## src/rtl/iq_agc_pkg.sv

```systemverilog
// rtl/iq_agc_pkg.sv - shared types and helpers for the I/Q automatic gain control stage
// Contents: FSM state encoding, gain decision encoding, unity-gain and saturation-limit helpers.
package iq_agc_pkg;

    typedef enum logic [1:0] {
        ACC_ST    = 2'd0,
        EVAL_ST   = 2'd1,
        UPDATE_ST = 2'd2
    } agc_state_t;

    typedef enum logic [1:0] {
        DEC_HOLD = 2'd0,
        DEC_UP   = 2'd1,
        DEC_DOWN = 2'd2
    } agc_dec_t;

    // Gain code representing 1.0 for a given number of fractional bits.
    function automatic int gain_unity(input int frac);
        return 1 << frac;
    endfunction

    // Symmetric saturation magnitude for a two's complement width (most negative code excluded).
    function automatic int sat_limit(input int width);
        return (1 << (width - 1)) - 1;
    endfunction

endpackage

```

## src/rtl/iq_scale_sat.sv

```systemverilog
// rtl/iq_scale_sat.sv - two-stage signed sample scaler: multiply, round-half-up, symmetric saturate
// Ports: clk, reset (async, active-high); x (signed sample), gain (unsigned fixed point);
//        load_1 captures the product, load_2 captures the rounded/saturated result; y (signed result).
module iq_scale_sat
    import iq_agc_pkg::*;
#(
    parameter int DATA_WIDTH_IQ = 10,
    parameter int GAIN_WIDTH    = 12,
    parameter int GAIN_FRAC     = 8
)
(
    input  logic                     clk,
    input  logic                     reset,
    input  logic [DATA_WIDTH_IQ-1:0] x,
    input  logic [GAIN_WIDTH-1:0]    gain,
    input  logic                     load_1,
    input  logic                     load_2,
    output logic [DATA_WIDTH_IQ-1:0] y
);

    localparam int PW = DATA_WIDTH_IQ + GAIN_WIDTH + 1;
    localparam logic signed [PW-1:0] HALF  = PW'(1) << (GAIN_FRAC - 1);
    localparam logic signed [PW-1:0] LIM_P = PW'(sat_limit(DATA_WIDTH_IQ));
    localparam logic signed [PW-1:0] LIM_N = -LIM_P;

    logic signed [PW-1:0] x_ext;
    logic signed [PW-1:0] g_ext;
    logic signed [PW-1:0] prod_next;
    logic signed [PW-1:0] prod;
    logic signed [PW-1:0] rounded;
    logic signed [PW-1:0] shifted;
    logic [DATA_WIDTH_IQ-1:0] y_next;

    always_comb begin
        x_ext     = PW'($signed(x));
        // Gain is unsigned; a zero MSB keeps it positive in the signed product.
        g_ext     = PW'($signed({1'b0, gain}));
        prod_next = x_ext * g_ext;
    end

    always_comb begin
        rounded = prod + HALF;
        shifted = rounded >>> GAIN_FRAC;
        if (shifted > LIM_P) begin
            y_next = LIM_P[DATA_WIDTH_IQ-1:0];
        end else if (shifted < LIM_N) begin
            y_next = LIM_N[DATA_WIDTH_IQ-1:0];
        end else begin
            y_next = shifted[DATA_WIDTH_IQ-1:0];
        end
    end

    always_ff @(posedge clk or posedge reset) begin
        if (reset) begin
            prod <= '0;
            y    <= '0;
        end else begin
            if (load_1) begin
                prod <= prod_next;
            end
            if (load_2) begin
                y <= y_next;
            end
        end
    end

endmodule

```

## src/rtl/iq_agc.sv

```systemverilog
// rtl/iq_agc.sv - automatic gain control for signed I/Q samples with lock-driven gain freeze
// Ports: clk, reset (async, active-high); I_data_i/Q_data_i/data_val_i input samples;
//        target_i/hyst_i level target and dead band; freeze_i holds gain;
//        I_data_o/Q_data_o/data_val_o scaled samples (2-cycle latency); gain_o current gain;
//        settled_o gain unchanged for SETTLE_WIN consecutive windows.
module iq_agc
    import iq_agc_pkg::*;
#(
    parameter int DATA_WIDTH_IQ = 10,
    parameter int GAIN_WIDTH    = 12,
    parameter int GAIN_FRAC     = 8,
    parameter int WIN_LOG2      = 8,
    parameter int STEP_SHIFT    = 4,
    parameter int SETTLE_WIN    = 4
)
(
    input  logic                     clk,
    input  logic                     reset,
    input  logic [DATA_WIDTH_IQ-1:0] I_data_i,
    input  logic [DATA_WIDTH_IQ-1:0] Q_data_i,
    input  logic                     data_val_i,
    input  logic [DATA_WIDTH_IQ-1:0] target_i,
    input  logic [DATA_WIDTH_IQ-1:0] hyst_i,
    input  logic                     freeze_i,
    output logic [DATA_WIDTH_IQ-1:0] I_data_o,
    output logic [DATA_WIDTH_IQ-1:0] Q_data_o,
    output logic                     data_val_o,
    output logic [GAIN_WIDTH-1:0]    gain_o,
    output logic                     settled_o
);

    localparam int ACC_W = DATA_WIDTH_IQ + WIN_LOG2;
    localparam int SET_W = $clog2(SETTLE_WIN + 1);
    localparam logic [GAIN_WIDTH-1:0] GAIN_MAX  = '1;
    localparam logic [GAIN_WIDTH-1:0] GAIN_ONE  = GAIN_WIDTH'(gain_unity(GAIN_FRAC));
    localparam logic [SET_W-1:0]      SET_FULL  = SET_W'(SETTLE_WIN);

    agc_state_t state;
    agc_dec_t   dec;

    logic                     v1, e1, v2, e2;
    logic                     epoch;
    logic [GAIN_WIDTH-1:0]    gain;
    logic [ACC_W-1:0]         acc;
    logic [WIN_LOG2-1:0]      cnt;
    logic [SET_W-1:0]         settle;

    logic [DATA_WIDTH_IQ-1:0] abs_i, abs_q, sample_mag;
    logic [DATA_WIDTH_IQ-1:0] mean;
    logic [DATA_WIDTH_IQ:0]   upper;
    logic                     want_up, want_down;
    logic [GAIN_WIDTH-1:0]    step;
    logic [GAIN_WIDTH:0]      up_sum;
    logic [GAIN_WIDTH-1:0]    gain_next;

    iq_scale_sat #(
        .DATA_WIDTH_IQ (DATA_WIDTH_IQ),
        .GAIN_WIDTH    (GAIN_WIDTH),
        .GAIN_FRAC     (GAIN_FRAC)
    ) u_scale_i (
        .clk    (clk),
        .reset  (reset),
        .x      (I_data_i),
        .gain   (gain),
        .load_1 (data_val_i),
        .load_2 (v1),
        .y      (I_data_o)
    );

    iq_scale_sat #(
        .DATA_WIDTH_IQ (DATA_WIDTH_IQ),
        .GAIN_WIDTH    (GAIN_WIDTH),
        .GAIN_FRAC     (GAIN_FRAC)
    ) u_scale_q (
        .clk    (clk),
        .reset  (reset),
        .x      (Q_data_i),
        .gain   (gain),
        .load_1 (data_val_i),
        .load_2 (v1),
        .y      (Q_data_o)
    );

    // Valid and gain-epoch travel alongside the datapath so the measurement can
    // reject samples that were multiplied by a gain that is no longer current.
    always_ff @(posedge clk or posedge reset) begin
        if (reset) begin
            v1 <= 1'b0;
            e1 <= 1'b0;
            v2 <= 1'b0;
            e2 <= 1'b0;
        end else begin
            v1 <= data_val_i;
            e1 <= epoch;
            v2 <= v1;
            e2 <= e1;
        end
    end

    // Outputs are saturated symmetrically, so negation never overflows here.
    always_comb begin
        abs_i      = I_data_o[DATA_WIDTH_IQ-1] ? -I_data_o : I_data_o;
        abs_q      = Q_data_o[DATA_WIDTH_IQ-1] ? -Q_data_o : Q_data_o;
        sample_mag = abs_i + abs_q;
    end

    always_comb begin
        mean      = acc[ACC_W-1:WIN_LOG2];
        upper     = {1'b0, target_i} + {1'b0, hyst_i};
        // Lower bound floors at zero: with target <= hyst nothing is ever below it.
        want_up   = (target_i > hyst_i) && (mean < (target_i - hyst_i));
        want_down = ({1'b0, mean} > upper);
    end

    always_comb begin
        step = gain >> STEP_SHIFT;
        if (step == '0) begin
            step = GAIN_WIDTH'(1);
        end
        up_sum    = {1'b0, gain} + {1'b0, step};
        gain_next = gain;
        case (dec)
            DEC_UP:   gain_next = up_sum[GAIN_WIDTH] ? GAIN_MAX : up_sum[GAIN_WIDTH-1:0];
            DEC_DOWN: gain_next = (gain <= step) ? GAIN_WIDTH'(1) : (gain - step);
            default:  gain_next = gain;
        endcase
    end

    always_ff @(posedge clk or posedge reset) begin
        if (reset) begin
            state  <= ACC_ST;
            dec    <= DEC_HOLD;
            gain   <= GAIN_ONE;
            epoch  <= 1'b0;
            acc    <= '0;
            cnt    <= '0;
            settle <= '0;
        end else begin
            case (state)
                ACC_ST: begin
                    if (v2 && (e2 == epoch)) begin
                        acc <= acc + ACC_W'(sample_mag);
                        cnt <= cnt + 1'b1;
                        if (&cnt) begin
                            state <= EVAL_ST;
                        end
                    end
                end
                EVAL_ST: begin
                    if (freeze_i) begin
                        dec <= DEC_HOLD;
                    end else if (want_up) begin
                        dec <= DEC_UP;
                    end else if (want_down) begin
                        dec <= DEC_DOWN;
                    end else begin
                        dec <= DEC_HOLD;
                    end
                    state <= UPDATE_ST;
                end
                UPDATE_ST: begin
                    gain <= gain_next;
                    // A clamped adjustment that leaves gain unchanged counts as stable.
                    if (gain_next != gain) begin
                        epoch  <= ~epoch;
                        settle <= '0;
                    end else if (settle != SET_FULL) begin
                        settle <= settle + 1'b1;
                    end
                    acc   <= '0;
                    cnt   <= '0;
                    state <= ACC_ST;
                end
                default: begin
                    state <= ACC_ST;
                end
            endcase
        end
    end

    assign data_val_o = v2;
    assign gain_o     = gain;
    assign settled_o  = (settle == SET_FULL);

endmodule

```

## config.mk

```make
export PLATFORM = sky130hd
export DESIGN_NAME = iq_agc
export DESIGN_NICKNAME = d
export VERILOG_FILES = /design/src/rtl/iq_agc_pkg.sv /design/src/rtl/iq_scale_sat.sv /design/src/rtl/iq_agc.sv
export SDC_FILE = /design/constraint.sdc
export NUM_CORES = 1
export LEC_CHECK = 0
export BUFFER_PORTS_ARGS = -buffer_cell sky130_fd_sc_hd__buf_4
export CORE_UTILIZATION = 31
export CTS_CLUSTER_DIAMETER = 30
export DETAILED_ROUTE_END_ITERATION = 16
export PLACE_DENSITY = 0.45
export REMOVE_ABC_BUFFERS = 1
export SLEW_MARGIN = 20
export SYNTH_ARGS = -nofsm -noshare
export SYNTH_HDL_FRONTEND = slang
export SYNTH_SLANG_ARGS = --single-unit
```

## constraint.sdc

```tcl
create_clock -name clk -period 13.85 [get_ports clk]
set_input_delay 1.385 -clock clk [delete_from_list [all_inputs] [get_ports clk]]
set_output_delay 1.385 -clock clk [all_outputs]
set_load 0.02 [all_outputs]
```

Word level (Yosys, flattened, before mapping)
Cells that the tools add are included.
- muxes and demuxes: 22
- $lt $le $gt $ge: 8
- reduce and logical (&&, ||, !) cells: 11
- equal/unequal tests: 10
- multipliers: 2
- bitwise logic cells: 1
- add/sub/neg operators: 12
- operators with widths (kind ; number):
    2-to-1 mux 10 bit ; 6
    adder 23 x 9 -> 23 bit, second input constant ; 2
    multiplier 10 x 13 -> 23 bit ; 2
    case mux 18 bit (2 select lines) ; 1
    > comparator 15 x 10 -> 1 bit, second input constant ; 2
    less-than comparator 15 x 10 -> 1 bit, second input constant ; 2
    2-to-1 mux 12 bit ; 2
    case mux 12 bit (2 select lines) ; 1
    negator 10 bit ; 2
    adder 18 x 10 -> 18 bit ; 1
    2-to-1 mux 18 bit ; 1
    2-to-1 mux 8 bit ; 2
    case mux 8 bit (2 select lines) ; 1
    adder 12 x 12 -> 13 bit ; 1
    less-or-equal comparator 12 bit ; 1
    zero test 12 bit ; 1
    != test 12 bit ; 1
    subtractor 12 bit ; 1
    adder 10 x 10 -> 11 bit ; 1
    > comparator 10 x 11 -> 1 bit ; 1
    adder 10 bit ; 1
    > comparator 10 bit ; 1
    less-than comparator 10 bit ; 1
    2-to-1 mux 2 bit ; 5
    other kinds (17) ; 26
- register bits: 116
- word-level logic and storage cells: 81
- bits of input ports: 44
- output and inout bits: 34

Depth between registers and ports, before layout
Gate-level depths: netlist (run 1).
- depth after elaboration: 8
- gate-level depth with buffers: 25
- depth with buffers taken out: 22

Hierarchy
A second synthesis (run 1) with hierarchy kept.
- cell total of the unflattened synthesis: 2107
- area total of the unflattened synthesis: 17640.7 sq um
- modules (own cells, without submodules) (module ; seq. area each (sq um) ; cells each ; area an instance (sq um) ; instances):
    iq_agc ; 1252.5 ; 770 ; 6159.7 ; 1
    iq_scale_sat (u_scale_q) ; 650.6 ; 663 ; 5741.8 ; 1
    iq_scale_sat (u_scale_i) ; 650.6 ; 674 ; 5739.3 ; 1

Worst setup path before layout (run 1)
Ideal clock, no wire load.
- kind: in2reg
- from: input Q_data_i[9]
- to: register u_scale_q.prod[21]
- arrival time: 6.508 ns
- stages: 21
- slack: 7.217 ns
- library setup time: 0.125 ns
- data required time: 13.725 ns
- cell sequence: clkbuf_1 nand2_1 fa_1 fa_1 inv_1 fa_1 fa_1 inv_1 fa_1 inv_1 ha_1 a21o_1 a221oi_1 o22ai_1 a31oi_1 a21oi_1 nand4_1 a41oi_1 a21oi_2 xnor2_1 mux2_2
- word-level cells in the longest chain between the ends: 1
- RTL lines (item ; RTL line ; text):
    start, declared ; iq_agc.sv:20 ; input logic [DATA_WIDTH_IQ-1:0] Q_data_i,
    multiplier 10 x 13 -> 23 bit ; iq_scale_sat.sv:38 ; prod_next = x_ext * g_ext;
    end signal, assigned ; iq_scale_sat.sv:59 ; prod <= prod_next;
    end, declared ; iq_scale_sat.sv:29 ; logic signed [PW-1:0] prod;
No other way between the ends.
A chain may end at the register's enable or synchronous reset.

Worst setup path in the final report (run 1)
- from: input Q_data_i[6]
- to: register u_scale_q.prod[21]
The elaborated chain is that of the path after synthesis.

==> impl_metrics.toml, run 1 <==
[synthesis]
synth_edf_count = 0
synth.area.top_cells = "fa_1, ha_1, dfrtp_1, inv_1, nand2_1"
synth.avg_cell_area_um2 = 8.71
yosysSeqAreaShare = 0.158
synth.distinct_cells = 85
async_flop_share = 1.00
ys_seq_elements = 102
syn_area_um2 = 16200
synth_top_area_share = 0.200
netlist_top_cells_count = "inv_1, ha_1, nand2_1"
ys_warn_count = 0
yosysMostFrequentCell = "inv_1"
ys.flop_type = "dfrtp_1"
yosysTopAreaCell = "fa_1"
netlist_instances = 1862

[critical_path]
r2r-end = "u_scale_q.prod[21]"
crit_type = "in -> reg"
reg2reg_depth = 22
r2r_slack_ns = 7.48
start_kind = "primary input"
crit_fanout = 12
cp-end-kind = "register"
cp_data_arrival_time_ns = 6.85
cp.buffers_inverters = 5
cpPeakStageDelay_ns = 0.54
reg2reg_from = "gain_o[0]"
cpMostUsedCell = "fa_1"
critPathRequiredTime_ns = 14.09
path_cells = "buf_4, and2_1, fa_1, inv_1, fa_1, inv_1, fa_1, fa_1, inv_1, fa_1, inv_1, ha_1, a21o_1, a221oi_1, o22ai_1, a31oi_1, a21oi_1, nand4_1, a41oi_1, a21oi_2, xnor2_1, mux2_2"
crit_family = "adder cells"
cpMaxStageDelayCell = "fa_1"

[pwr]
p_leak_uw = 0.00868
vdd_drop_max_mv = 0.0655
power.density_nw_per_um2 = 72.8

[clock_network]
cts_resized = 0
postCtsSetupRepairBufs = 0
root_buffer = "clkbuf_16"
cts_tree = "built"
cts_made_buffers = 9
insertion_delay_ns = 0.36
holdBufCountCts = 0
clk_pin_slew_worst_paths_ns = 0.09
cts_buffer_depth = 2
clock-sinks = 102
htreeDepth = 3

[sta]
finalMaxSlewViolations = 0
fmax_mhz = 151
hold_viol_final = 0
rsz0062_at_grt = "false"
skew_ns = 0.0169
timing_worst_slew_pin_value_ns = 0.926
min_period_ns = 6.61
timing.final.crit_share = 0.477
slew_headroom = 0.383
finalSetupTns_ns = 0
setup_viol = 0

[routing]
dr.pass1.iters = 5
drcViolationCount = 0
wl_per_cell_um = 16.3
vias_per_cell = 4.82
vias = 12400
wirelength_mm = 41.9
ant_nets = 0
dr.first_iter.drc_count = 616

[worst_hold_path]
hold_class = "reg -> reg"
hold_start = "e1"
hold_end = "e2"
holdPathStages = 0

[run]
cap_violations = 0

[global_routing]
first_global_vias = 12600
grtUsageTotal = 0.161
grt_max_degree = 74
antenna_found_initial = 0
grt_pass1_wl_mm = 68.4
overflow = 0

[layout]
drive_above_1_share = 0.0878
finish.net_count = 2309
fillers = 5523
final_util = 0.345
syn_to_final_growth_pct = 9.49
layout.cells.non_filler = 2571
diodes = 0

[floorplan]
initial_utilization = 0.315
design.die.area_um2 = 53200
core-area_um2 = 51500
die_x_um = 231
pin_count = 78
chipHeight_um = 231
rows = 83

[placement]
gp_congestion = 0.831
io_buffers = 77
dpl.cell_count = 2555
dpl.hpwl_mm = 32.6

[run_status]
outcome = "finished, final reports clean"
[worst max-delay path by stage]
stage           startpoint            endpoint  slack [ns]  depth (start not counted)
6_report       Q_data_i[6]  u_scale_q.prod[21]        7.24                         22
3_3_place_gp   Q_data_i[9]  u_scale_q.prod[21]        6.91                         21
2_1_floorplan  Q_data_i[6]  u_scale_q.prod[21]        7.39                         21
4_1_cts        Q_data_i[9]  u_scale_q.prod[21]        7.21                         21
5_1_grt        Q_data_i[9]  u_scale_q.prod[21]        6.86                         21
3_5_place_dp   Q_data_i[9]  u_scale_q.prod[21]        6.84                         21
[cell families (layout without fill, tap and decap cells)]
kind of cell	count (synthesis)	after routing	synth area share
xor gates and xnor gates	113	113	0.0610
AOI/OAI and AO/OA	320	320	0.135
muxes	34	34	0.0231
adders and majority gates	379	379	0.367
buffers and inverters	353	382	0.0833
and+or+nand+nor	561	561	0.173
DFF	102	102	0.158
[per-layer routing]
metal	global-route usage	up-vias	wire (um)
met5	0	-	0
met4	0.0257	0	357
met3	0.0132	26	1130
met2	0.264	191	19400
met1	0.232	5993	21100
li1	-	6194	-
[state kept, by name (all words and copies together), names as in the netlist]
signal	cells
acc	18
u_scale_i.prod	16
u_scale_q.prod	16
gain_o	12
u_scale_i.y	10
u_scale_q.y	10
cnt	8
settle	3
dec	2
state	2
data_val_o	1
e1	1
e2	1
epoch	1
v1	1
[area by class of cell]
| type | count | area [um2] | share of cell area |
|---|---|---|---|
| clock buffer | 9 | 225 | 0.0127 |
| inverter | 273 | 1030 | 0.0579 |
| tap | 680 | 851 | 0.0479 |
| sequential | 102 | 2550 | 0.144 |
| multi-input combinational | 1407 | 12300 | 0.694 |
| clock inverter | 7 | 83.8 | 0.00472 |
| timing repair buffer | 93 | 698 | 0.0393 |
[power by group]
part / internal [uW] / switching [uW] / total (uW)
clock: 130 / 135 / 265
combinational: 282 / 337 / 619
sequential: 347 / 61.4 / 408
[cells in the final DEF (no fill, tap or decap), drive strengths merged, types with 6 or more instances in the layout]
cell type	synthesis	final
xor2	34	34
o22ai	6	6
a21o	10	10
a31oi	10	10
fa	162	162
a21oi	89	89
dfrtp	101	101
clkbuf	68	9
or3	12	12
o31ai	11	11
nand4	14	14
nor3	30	30
o21ai	72	72
o22a	6	6
nand3	20	20
nand2	204	204
inv	271	275
mux2i	7	7
xnor2	79	79
mux2	27	27
ha	217	217
nand2b	26	26
nor2b	30	30
buf	12	93
o21a	28	28
and2	91	91
nor4	8	8
o21bai	13	13
nor2	89	89
and3	12	12
o211ai	13	13
[stage by stage]
| stage | hold slack [ns] | setup slack [ns] | cell area [um2] | total power [uW] |
|---|---|---|---|---|
| 6_report | 0.350 | 7.24 | 17800 | 1290 |
| 3_5_place_dp | 0.343 | 6.84 | 17400 | 1030 |
| 4_1_cts | 0.351 | 7.21 | 17700 | 1310 |
| 2_1_floorplan | 0.331 | 7.39 | 15900 | 869 |
| 3_3_place_gp | 0.336 | 6.91 | 17400 | 1020 |
| 5_1_grt | 0.359 | 6.86 | 17800 | 1410 |
Power figures use the tool's default switching activity.
==> inputs of run 2 (changes only) <==
PLACE_DENSITY = 0.47   (was 0.45)
clock period = 5.4 ns   (was 13.85 ns; I/O delays follow)
==> impl_metrics.toml, run 2 (synthesized netlist as in run 1, its figures left out) <==
[run_status]
outcome = "finished, violations left"
violations = "negative setup slack"

[layout]
final_util = 0.369
drive_above_1_share = 0.172
final_cell_area_um2 = 19000
syn_to_final_growth_pct = 17.3
reg_top3 = "acc (18), u_scale_i.prod (16), u_scale_q.prod (16)"
diodes = 0
largest_reg_flops = 18
final_common_cell = "inv_1"
top_register = "acc"
finish.net_count = 2429
mostFrequentLayoutCells = "inv_1, ha_1, buf_4"

[placement]
pre_cts_slack_ns = -0.686
io_buffers = 77
placed_area_um2 = 18300
dpl.hpwl_mm = 35.0
gp_congestion = 0.870

[sta]
skew_ns = 0.0123
timing_worst_slew_pin_value_ns = 1.01
setup_viol = 8
timing.final.crit_share = 1.03
setup_ws_ns = -0.142
finalMaxSlewViolations = 0
min_period_ns = 5.54
slew_headroom = 0.323
rsz0062_at_grt = "true"
hold_viol_final = 0
fmax_mhz = 180

[routing]
ant_nets = 0
vias = 12900
vias_per_cell = 4.81
dr.pass1.iters = 5
dr.first_iter.drc_count = 665
wl_per_cell_um = 15.9
wirelength_mm = 42.8
drcViolationCount = 0

[floorplan]
die_x_um = 231
rows = 83
core-area_um2 = 51500
initial_utilization = 0.315
chipHeight_um = 231
pin_count = 78
design.die.area_um2 = 53200

[clock_network]
clk_pin_slew_worst_paths_ns = 0.08
insertion_delay_ns = 0.36
root_buffer = "clkbuf_16"
cts_buffer_depth = 2
clock-sinks = 102
htreeDepth = 3
cts_made_buffers = 9
holdBufCountCts = 0
cts_tree = "built"

[global_routing]
grt_max_degree = 62
antenna_found_initial = 0
first_global_vias = 13300
grtUsageTotal = 0.165
overflow = 0
grt_pass1_wl_mm = 70.7

[critical_path]
cpPeakStageDelay_ns = 0.52
reg2reg_depth = 21
crit_fanout = 7
cp-end-kind = "register"
critPathRequiredTime_ns = 5.64
start_kind = "register"
crit_type = "reg -> reg"
cpMostUsedCell = "fa_1"
cp_data_arrival_time_ns = 5.78
path_cells = "and2_4, fa_1, inv_2, fa_1, inv_2, fa_1, fa_1, inv_1, fa_1, inv_2, ha_4, a21o_1, a221oi_4, o22ai_1, a31oi_1, a21oi_2, nand4_1, a41oi_2, a21oi_2, xnor2_1, mux2_4"
cpMaxStageDelayCell = "fa_1"

[pwr]
p_leak_uw = 0.00933
power.density_nw_per_um2 = 176
vdd_drop_max_mv = 0.173

[run]
cap_violations = 0

[worst_hold_path]
hold_class = "in -> async"
==> run 2: changes by cell type in the layout (fill, tap and decap cells not counted), moves of 8 or more <==
cell | before | now
buf_4 | 93 | 202
buf_6 | 0 | 8
inv_2 | 0 | 9
inv_1 | 270 | 261
ha_1 | 217 | 206
a21oi_1 | 86 | 78
==> run 2: area by class of cell <==
type,instances,area (um2)
clock buffers,9,225
repair buffers,213,1670
inverters,273,1030
flip-flops and latches,102,2560
multi-input cells,1407,12600
well taps,680,851
clock inverters,6,78.8
fillers,5376,32500
==> run 2: worst paths after layout <==
path / from / to / slack [ns]
worst max-delay path: gain_o[5] / u_scale_q.prod[21] / -0.14
worst max register to register: gain_o[5] / u_scale_q.prod[21] / -0.14
worst min register to register: e1 / e2 / 0.35
max in group asynchronous: reset / u_scale_i.y[9] / 3.95
worst min-delay path: reset / acc[7] / 0.23
min in group clk: e1 / e2 / 0.35
==> run 2: metrics by stage <==
step	instances	setup TNS [ns]	total power, uW	hold slack, ns
final	2690	-0.497	3350	0.225
after floorplan	1782	-3.42	2230	0.331
after global placement	2659	-6.49	2650	0.333
after detailed placement	2659	-7.17	2680	0.337
after global routing	2690	-2.78	3670	0.267
after CTS	2686	-0.737	3400	0.244
==> run 2: critical path, delay by kind of cell, from the launching register on <==
kind                       cells  cell delay (ns)
AOI/OAI and AO/OA              7             1.34
xor gates and xnor gates       1             0.08
adders and majority gates      6             2.74
buffers and inverters          4             0.19
DFF                            1             0.51
muxes                          1             0.25
and+or+nand+nor                2             0.30
==> run 2: what timing repair did <==
action                                  4_1_cts  5_1_grt
pin swaps                                    69       13
endpoints found under the setup margin       18       19
gates resized for setup                      55       29
buffers inserted                             12        4
==> run 2: report_power, final <==
| group | leakage (uW) | internal (uW) | total, uW | switching [uW] |
|---|---|---|---|---|
| Sequential | 0.00125 | 890 | 1050 | 160 |
| Combinational | 0.00793 | 746 | 1620 | 871 |
| Clock | 0.000150 | 367 | 684 | 317 |
==> run 2: metal layers <==
layer,GRT usage,routed length [um],vias to the layer above
met1,0.229,21000,6275
met2,0.272,19700,188
met3,0.0193,1210,42
met5,0,0,-
met4,0.0416,886,0
li1,-,-,6443
